File: src/rtl/seg_scan_display.sv
// seg_scan_display: N-digit multiplexed 7-segment scanner with internal refresh prescaler,
// per-digit dp/blank/blink. Define LEADING_ZERO_BLANK_EN to suppress leading zero digits.

module seg_digit_enc (
   input  logic [3:0] nib,
   input  logic       dp,
   input  logic       dark,
   input  logic       sup,
   output logic [7:0] pat
);
   logic [6:0] glyph;

   always_comb begin
      glyph = 7'h7F;
      case (nib)
         4'h0: glyph = 7'h40;
         4'h1: glyph = 7'h79;
         4'h2: glyph = 7'h24;
         4'h3: glyph = 7'h30;
         4'h4: glyph = 7'h19;
         4'h5: glyph = 7'h12;
         4'h6: glyph = 7'h02;
         4'h7: glyph = 7'h78;
         4'h8: glyph = 7'h00;
         4'h9: glyph = 7'h10;
         4'hA: glyph = 7'h08;
         4'hB: glyph = 7'h03;
         4'hC: glyph = 7'h46;
         4'hD: glyph = 7'h21;
         4'hE: glyph = 7'h06;
         4'hF: glyph = 7'h0E;
         default: glyph = 7'h7F;
      endcase
   end

   // dark wins over everything, a suppressed zero still carries its dp
   always_comb begin
      if (dark)     pat = 8'hFF;
      else if (sup) pat = {~dp, 7'h7F};
      else          pat = {~dp, glyph};
   end
endmodule

module seg_scan_display #(
   parameter int NUM_DIGITS  = 4,
   parameter int REFRESH_DIV = 100000,
   parameter int BLINK_DIV   = 25000000
) (
   input  logic                      clk,
   input  logic                      rst_n,
   input  logic                      enable,
   input  logic [4*NUM_DIGITS-1:0]   digits,
   input  logic [NUM_DIGITS-1:0]     dp_mask,
   input  logic [NUM_DIGITS-1:0]     blank_mask,
   input  logic [NUM_DIGITS-1:0]     blink_mask,
   output logic [7:0]                seg,
   output logic [NUM_DIGITS-1:0]     an
);
   localparam int PW = (REFRESH_DIV > 1) ? $clog2(REFRESH_DIV) : 1;
   localparam int IW = (NUM_DIGITS  > 1) ? $clog2(NUM_DIGITS)  : 1;
   localparam int BW = (BLINK_DIV   > 1) ? $clog2(BLINK_DIV)   : 1;

   logic [PW-1:0]                pre;
   logic [IW-1:0]                idx;
   logic [BW-1:0]                bcnt;
   logic                         blink_on;
   logic                         tick;
   logic [NUM_DIGITS-1:0]        sup;
   logic [NUM_DIGITS-1:0][7:0]   pat;

   assign tick = (pre == PW'(REFRESH_DIV - 1));

   for (genvar g = 0; g < NUM_DIGITS; g++) begin : g_enc
      seg_digit_enc u_enc (
         .nib  (digits[4*g +: 4]),
         .dp   (dp_mask[g]),
         .dark (blank_mask[g] | (blink_mask[g] & ~blink_on)),
         .sup  (sup[g]),
         .pat  (pat[g])
      );
   end

`ifdef LEADING_ZERO_BLANK_EN
   // walk down from the top digit; suppression stops at the first nonzero digit
   logic lz_run;
   always_comb begin
      lz_run = 1'b1;
      sup    = '0;
      for (int i = NUM_DIGITS - 1; i >= 0; i--) begin
         lz_run = lz_run & (digits[4*i +: 4] == 4'h0);
         sup[i] = lz_run & (i != 0);
      end
   end
`else
   assign sup = '0;
`endif

   always_ff @(posedge clk or negedge rst_n) begin
      if (!rst_n) begin
         pre      <= '0;
         idx      <= '0;
         bcnt     <= '0;
         blink_on <= 1'b1;
         an       <= '1;
         seg      <= 8'hFF;
      end else begin
         pre <= tick ? '0 : pre + 1'b1;
         if (tick)
            idx <= (idx == IW'(NUM_DIGITS - 1)) ? '0 : idx + 1'b1;

         // idle mask pins the phase so blinking always opens with a visible half
         if (blink_mask == '0) begin
            bcnt     <= '0;
            blink_on <= 1'b1;
         end else if (bcnt == BW'(BLINK_DIV - 1)) begin
            bcnt     <= '0;
            blink_on <= ~blink_on;
         end else begin
            bcnt <= bcnt + 1'b1;
         end

         if (!enable) begin
            an  <= '1;
            seg <= 8'hFF;
         end else if (tick) begin
            an  <= ~(NUM_DIGITS'(1) << idx);
            seg <= pat[idx];
         end
      end
   end
endmodule

File: config.mk
export PLATFORM = sky130hd
export DESIGN_NAME = seg_scan_display
export DESIGN_NICKNAME = d
export VERILOG_FILES = /design/src/rtl/seg_scan_display.sv
export SDC_FILE = /design/constraint.sdc
export NUM_CORES = 1
export LEC_CHECK = 0
export CAP_MARGIN = 5
export CELL_PAD_IN_SITES_DETAIL_PLACEMENT = 0
export CELL_PAD_IN_SITES_GLOBAL_PLACEMENT = 1
export CORE_ASPECT_RATIO = 0.7
export CORE_MARGIN = 2
export CORE_UTILIZATION = 40
export DETAILED_ROUTE_END_ITERATION = 6
export PLACE_DENSITY = 0.73
export SETUP_SLACK_MARGIN = 0.3
export SYNTH_ARGS = -nofsm -noshare
export SYNTH_HDL_FRONTEND = slang
export SYNTH_SLANG_ARGS = --single-unit
export TNS_END_PERCENT = 20
File: constraint.sdc
create_clock -name clk -period 1.9 [get_ports clk]
set_input_delay 0.57 -clock clk [delete_from_list [all_inputs] [get_ports clk]]
set_output_delay 0.57 -clock clk [all_outputs]
set_load 0.01 [all_outputs]
==> flow_results.org, run 1 <==
** Run status
- Outcome :: complete, no violations

** Placed design
- Counting tap cells, the placed design contains a total of between 600 and 700 instances.
- Detailed placement finished with a half-perimeter wire length of about 7500 um.
- The congestion estimate from routability-driven global placement came to between 0.8 and 0.9.
- During placement, the flow inserted port buffers numbering 42.

** Finish
- The repair_antennas step left the layout with diodes totalling 0.
- The library cells used most frequently in the layout, excluding fill and tap cells, are buf_4, nor2_1, dfrtp_1, nand2_1, nand3_1.
- Fraction of layout cells with a size suffix above 1 :: approximately two fifths
- The finished layout holds ~700 standard cells, fillers aside.
- Final net count :: 625
- Compared with the post-synthesis result, the final layout area differs by 49.5%.
- Cells fill around 60% of the core in the end.
- The library cell used most frequently in the layout, excluding fill and tap cells, is buf_4.

** Logic synthesis
- Flops & latches, synth :: between 50 and 60
- In the post-synthesis netlist, the biggest area contributors are dfrtp_1, ha_1, dfstp_2, nor2_1, xor2_1.
- Among all flip-flop cells after synthesis, the most frequent one is dfrtp_1.
- Each instance of the synthesized netlist takes up on average ~9.4 um2.
- Synthesized-area fraction occupied by and/or/nand/nor cells :: 24.8%
- Proportion of netlist area held by the largest area contributor :: a little over a quarter
- Counting every net in the synthesized netlist gives 495.
- Xor/xnor share of the synthesized area :: between 8 and 9%
- Yosys mapped a number of flops with a built-in enable equal to 0.
- Area fraction in compound gates after synthesis :: between 10 and 15%
- Post-synthesis adder-cell area fraction :: around a tenth
- For this run, asynchronously set or reset flops after synthesis account for 100%.
- By area, the combinational part of the netlist is dominated by simple AND/OR/NAND/NOR gates.
- Synthesized area :: between 4000 and 5000 um2
- Post-Synthesis Cells :: between 400 and 500
- Sequential element share of the synthesized area :: 35.8%
- Cell type contributing the most total cell area after synthesis :: dfrtp_1
- Yosys printed 0 warnings.
- Multiplexer cells account for between 5 and 6% of the synthesized area.
- The netlist uses 63 different library cells.

** Setup path
- Data arrives at the worst endpoint at 2.01 ns.
- Launch point of the worst reg-to-reg path :: pre[14]
- The critical path ends at seg[4].
- Nature of the critical path endpoint :: flop
- Reg2Reg Capture Point :: seg[4]
- Worst reg-to-reg path cell count :: 7
- By startpoint and endpoint, the worst setup path is classified as input pin to flop.
- In this run the register-to-register setup slack is between 0.2 and 0.25 ns.
- Source of the critical timing path :: digits[7]
- The worst setup path is launched from an input pin.
- For the worst setup path, the data required time is 2.15 ns.
- Of all nets on the critical path, the largest fanout is 5.

** Timing
- Setup violations remaining at the end of the flow were counted as 0.
- Final Critical Period :: 1.76 ns
- Setup repair after global routing missed its margin :: true
- Transition time at the pin with the least slew margin :: between 0.4 and 0.5 ns
- For the final database, setup skew stands at ~0.0097 ns.
- Final Hold Viols :: 0
- Count of pins over their slew limit :: 0
- Remaining max-slew budget at the tightest pin :: around 73%
- Final cycle utilization of the critical path :: between 90 and 100%
- Highest attainable clock frequency :: approximately 570 MHz

** Clock tree
- Number of H-tree levels :: 3
- The clock drives 57 sinks.
- Number of buffers added by the clock tree synthesis step :: 9
- TritonCTS clock tree :: yes
- CTS Hold Bufs :: 0
- Clock latency on the worst-skew pair :: around 0.33 ns
- Root Buffer Master :: clkbuf_16
- Clk pin slew, worst setup/hold paths :: around 0.05 ns
- The clock passes through at most 2 buffers.

** Drt
- Count of antenna-violating nets left after detailed routing :: 0
- Avg WL per Cell :: 15.8 um
- Starting DRC count in detailed routing :: about 220
- Vias/cell :: 5.14
- Detailed-route DRC error count :: 0
- Number of detailed-routing iterations run before antenna repair :: 4
- The routed layout has ~3.6k vias.
- Post-Route WL :: roughly 11000 um

** Floorplan
- Starting utilization of the core area :: between 40% and 50%
- Row Count :: 30
- The die is 124 um wide.
- Number of ports placed on the die boundary :: 43
- Full die area :: between 10000 and 15000 um2
- The floorplan step defined a core boundary enclosing slightly below 10000 um2.
- The floorplan step set the die height to 88.0 um.

** Global routing
- Met1 routing resource usage after global routing :: 31.2%
- Antenna violations before repair :: 0
- For this run, the total global-route usage over all layers was measured as between 20% and 30%.
- Global-route track usage on met2 :: roughly 29%
- Number of global-route vias before repair :: between 3k and 4k
- The first global-routing pass estimated about 17000 um of wire.
- The layer flagged by global routing as most heavily used is met1.
- Total overflow reported by the global router :: 0
- Entering global routing, the biggest net connects 45 pins.
- In the global route stage, met3 resource usage came out at slightly below 5%.

** Worst hold path
- Worst min path class :: input pin to async pin

** Power
- In this run the static leakage power is about 2.7 nW.
- The completed layout was analyzed and its total power is around 0.0038 W.
- Highest ir drop seen on vdd :: 401 uV
- In this run the power density over the cells is 637 nW/um2.

** Flow run
- The tool flagged a number of max-cap violations equal to 0.
[worst min path at each step]
| stage | cells after the start | start | slack [ns] | endpoint |
|---|---|---|---|---|
| 6_report | 1 | rst_n | 0.16 | bcnt[10] |
| 5_1_grt | 1 | rst_n | 0.18 | bcnt[21] |
| 4_1_cts | 1 | rst_n | 0.16 | bcnt[22] |
| 3_5_place_dp | 1 | bcnt[0] | 0.48 | bcnt[0] |
| 3_3_place_gp | 1 | bcnt[0] | 0.47 | bcnt[0] |
| 2_1_floorplan | 0 | rst_n | 0.27 | bcnt[0] |
[per-layer routing]
metal | vias up | wire length (um)
met5 | - | 0
met3 | 13 | 482
li1 | 1779 | -
met4 | 0 | 93
met1 | 1701 | 5760
met2 | 62 | 4620
[synthesized netlist by cell type, types with 7 or more instances]
cell type	number
and3_1	7
dfrtp_1	44
dfstp_2	13
ha_1	34
inv_1	18
mux2i_1	12
nand2_1	34
nand3_1	28
nand4_1	8
nor2_1	56
nor2b_1	8
nor3_1	8
o21ai_0	9
xnor2_1	15
xor2_1	24
[flip-flops by register name (all words and copies together) (netlist names)]
register / count
pre: 17
an: 4
idx: 2
seg: 8
blink_on: 1
bcnt: 25
[repair_timing]
action	in CTS	in global routing
cloned	2	1
buffers inserted	15	15
endpoints found under the hold margin	0	0
pin swaps	27	24
endpoints found under the setup margin	48	51
resized for setup	129	38
[report_power, final]
part	switching (W)	internal (W)	leakage [nW]
Clock	0.000532	0.00107	0.148
Sequential	0.000100	0.00130	0.717
Combinational	0.000380	0.000452	1.80
Total	0.00101	0.00282	2.67
[cells by family after synthesis]
kind of cell,count (synthesis)
AO/OA/AOI/OAI,55
AND/OR/NAND/NOR,189
adder cells (fa/ha/maj),34
multiplexers,20
buffers and inverters,36
flip-flops,57
XOR/XNOR,39
[critical path, stage by stage]
cell and delay [ns]:
dlygate4sd2_1 0.28, buf_6 0.15, mux2i_1 0.12, or2_2 0.29, a311oi_2 0.40, a311oi_2 0.06
o21ai_1 0.15
[final cells by class]
class                   count  area, um2
multi-input cells         337       2780
fillers                   815       3730
well taps                 128        160
repair buffers            136       1230
flip-flops and latches     57       1450
inverters                  19        111
clock inverters             3       40.0
clock buffers              12        256
[per-stage QoR]
stage / worst slack, ns / hold WS [ns] / setup TNS, ns / cell area [um2]
3_3_place_gp: -0.627 / 0.472 / -3.81 / 5110
3_5_place_dp: -0.702 / 0.480 / -4.29 / 5110
4_1_cts: 0.192 / 0.161 / 0 / 5760
6_report: 0.139 / 0.161 / 0 / 6020
2_1_floorplan: 0.187 / 0.274 / 0 / 4120
5_1_grt: 0.126 / 0.179 / 0 / 6020
Note: power is estimated with default switching activity, not from simulation.
==> run 2: changes to the inputs <==
--- a/config.mk
+++ b/config.mk
@@ -11,9 +11,11 @@
 export CORE_ASPECT_RATIO = 0.7
 export CORE_MARGIN = 2
 export CORE_UTILIZATION = 40
+export CTS_CLUSTER_DIAMETER = 200
 export DETAILED_ROUTE_END_ITERATION = 6
 export PLACE_DENSITY = 0.73
 export SETUP_SLACK_MARGIN = 0.3
+export SLEW_MARGIN = 40
 export SYNTH_ARGS = -nofsm -noshare
 export SYNTH_HDL_FRONTEND = slang
 export SYNTH_SLANG_ARGS = --single-unit
==> constraint.sdc (replaced) <==
create_clock -name clk -period 1.7 [get_ports clk]
set_input_delay 0.51 -clock clk [delete_from_list [all_inputs] [get_ports clk]]
set_output_delay 0.51 -clock clk [all_outputs]
set_load 0.01 [all_outputs]
==> flow_results.org, run 2 (synthesis gave the netlist of run 1 again) <==
** Run status
- Outcome :: complete, no violations

** Power
- Power density relative to cell area :: 662 nW/um2 (+4.0%)
- PnR Total Power :: 0.00412 W (+7.4%)
- Leak :: 2.77 nW (+3.6%)
- Highest ir drop seen on vdd :: 616 uV (+54%)

** Timing
- Count of pins over their slew limit :: 0 (unchanged)
- The worst path needs about 1.7 ns of the cycle, external delays included.
- The setup skew after layout came to 0.00707 ns (-0.00258 ns).
- Final Hold Viols :: 0 (unchanged)
- Transition time at the pin with the least slew margin :: 0.375 ns (-0.0262 ns)
- Highest attainable clock frequency :: around 600 MHz
- Setup repair after global routing could not meet its margin everywhere.
- The final setup violation count is 0 (unchanged).
- The minimum hold slack was 0.180 ns (+0.0191 ns).
- Remaining max-slew budget at the tightest pin :: 74.8% (+1.8 points)
- In the finished design, the share of the clock period the worst path needs comes to between 90% and 100%.

** Finish
- Reg with most FFs :: bcnt
- Most common cell after layout, fill and taps aside :: buf_4
- The number of nets in the finished design is 632 (+1.1%).
- The share of final-layout standard cells stronger than drive strength 1 came to 45.3% (+5.7 points).
- The number of antenna repair diodes was 0 (unchanged).
- The largest registers in the layout are bcnt x25, pre x17, seg x8.
- The number of fillers in the final layout came to 838 (+2.8%).
- Syn-to-layout area delta :: 54.5%
- The flip-flop count of the largest register, all copies and words added is 25 (unchanged).
- Most frequent cells in the layout :: buf_4, nor2_1, dfrtp_1, nand2_1, buf_6
- Core occupancy in the finished layout :: 63.8% (+2.1 points)
- Summed area of non-filler cells in the final layout :: 6230 um2 (+3.3%)

** Clock tree
- Clk sinks :: 57 (unchanged)
- The CTS clock-pin slew for the worst setup and hold paths came to 0.06 ns (about the same).
- Clock tree synthesis selected as its root buffer the cell clkbuf_16.
- The clock buffer count from CTS is 9 (unchanged).
- The deepest clock path buffer count was 2 (unchanged).
- The maximum level of the CTS H-tree was 3 (unchanged).
- Clock latency on the worst-skew pair :: 0.33 ns (about the same)
- TritonCTS built the clock tree.

** Drt
- The detailed-routing iteration count for the pre-antenna-repair pass was 4 (unchanged).
- Detailed-route DRC error count :: 0 (unchanged)
- Vias/cell :: 5.16 (+0.47%)
- Post-Route WL :: 11100 um (+0.94%)
- The overall via count from detail_route is 3613 (+1.6%).
- The number of violations reported at the end of detailed-routing iteration 0 came to 230 (+2.7%).
- The number of antenna-violating nets in the routed design came to 0 (unchanged).
- The detail-routed net length per standard cell came to 15.8 um (-0.21%).

** Setup path
- Biggest cell delay along the critical path :: 0.41 ns (about the same)
- Arrival time at the worst endpoint :: 1.89 ns (-0.12 ns)
- Nature of the critical path endpoint :: flop
- The critical path goes through nor4bb_2 > nand4_1 > nor3_4 > or2_4 > buf_12 > clkbuf_16 > nor2_1.
- In this run the critical register-to-register path is captured at bcnt[13].
- Critical Path Fanout Max :: 6 (+1)
- In this design, the largest share of critical-path delay is due to simple AND/OR/NAND/NOR gates.
- The worst register-to-register path begins at bcnt[6].
- Startpoint kind of the worst setup timing path :: flop
- Among all stages on the critical path, the largest delay is contributed by dfrtp_1.
- The depth of the worst register-to-register path was 7 (unchanged).
- The number of buffers and inverters on the critical path came to 2 (unchanged).
- Critical path start-end classification :: flop to flop
- The reg2reg setup slack came to 0.03 ns (-0.18 ns).
- The worst path required time came to 1.92 ns (-0.23 ns).

** Placed design
- Routability cong. :: 0.857 (+1.6%)
- The number of port buffers came to 42 (unchanged).
- Area of placed instances :: 5300 um2 (+3.8%)
- The HPWL reported at the end of detailed placement was 7870 um (+4.3%).

** Global routing
- The overall overflow remaining after global route came to 0 (unchanged).
- The first-pass GRT wire length was 17800 um (+4.0%).
- Antenna violations before repair :: 0 (unchanged)
- The largest net degree at the start of global routing is 58 (+29%).
- Number of global-route vias before repair :: 3581 (+4.8%)
- The global routing usage summed across all routing layers came to 21.2% (+0.83 points).

** Floorplan
- The die outline area was 10900 um2 (unchanged).
- The initial core utilization is 41.3% (unchanged).
- Overall die width :: 124 um (unchanged)
- The floorplan core area came to 9760 um2 (unchanged).
- The number of placement rows came to 30 (unchanged).
- Chip Height :: 88.0 um (unchanged)
- The number of top-level design ports is 43 (unchanged).

** Flow run
- The total of max-cap violations was 0 (unchanged).

** Worst hold path
- In this run the worst hold path is classified as input pin to async pin.
-- run 2: per-stage QoR --
stage / cells / setup TNS (ns) / worst slack [ns]
floorplan: 430 / 0 / 0.0471
detailed placement: 665 / -8.64 / -0.827
global placement: 665 / -8.97 / -0.819
finish: 700 / 0 / 0.0266
global route: 700 / -1.69 / -0.0788
CTS: 698 / 0 / 0.0655
-- run 2: how the worst max path moves through the flow --
stage | start | to | cells past startpoint
finish | bcnt[6] | bcnt[13] | 7
CTS | bcnt[6] | bcnt[16] | 7
global route | bcnt[6] | bcnt[16] | 7
detailed placement | digits[5] | seg[3] | 8
global placement | digits[5] | seg[3] | 8
floorplan | digits[4] | seg[3] | 7
-- run 2: area by class of cell --
class / count / area [um2] / share of cell area (%)
Timing Repair Buffer: 143 / 1340 / 21.5
Multi-Input combinational cell: 337 / 2860 / 46.0
Sequential cell: 57 / 1450 / 23.2
Clock buffer: 10 / 239 / 3.84
Tap cell: 128 / 160 / 2.57
Clock inverter: 6 / 42.5 / 0.683
Inverter: 19 / 136 / 2.19
-- run 2: timing repair --
| action | 4_1_cts | 5_1_grt |
|---|---|---|
| buffers inserted | 16 | 1 |
| pin swaps | 37 | 38 |
| hold buffers | 0 | 0 |
| gates cloned | 1 | 1 |
| gates resized for setup | 170 | 71 |
| endpoints found under the hold margin | 0 | 0 |
| endpoints found under the setup margin | 63 | 66 |
-- run 2: worst reg2reg max path, stage by stage, from the launching register on --
cell and delay (ns):
dfrtp_1 0.41, nor4bb_2 0.33, nand4_1 0.18, nor3_4 0.18
or2_4 0.17, buf_12 0.11, clkbuf_16 0.14, nor2_1 0.04
-- run 2: layer usage --
metal | GRT usage (%) | up-vias | wire length (um)
met1 | 31.6 | 1748 | 5570
met4 | 4.90 | 0 | 82
met2 | 31.4 | 71 | 4900
li1 | - | 1787 | -
met5 | 0 | - | 0
met3 | 4.49 | 7 | 508
-- run 2: power by group --
group | switching [W] | internal (W)
sequential | 0.0000941 | 0.00145
combinational | 0.000425 | 0.000472
clock | 0.000657 | 0.00103
total | 0.00118 | 0.00294
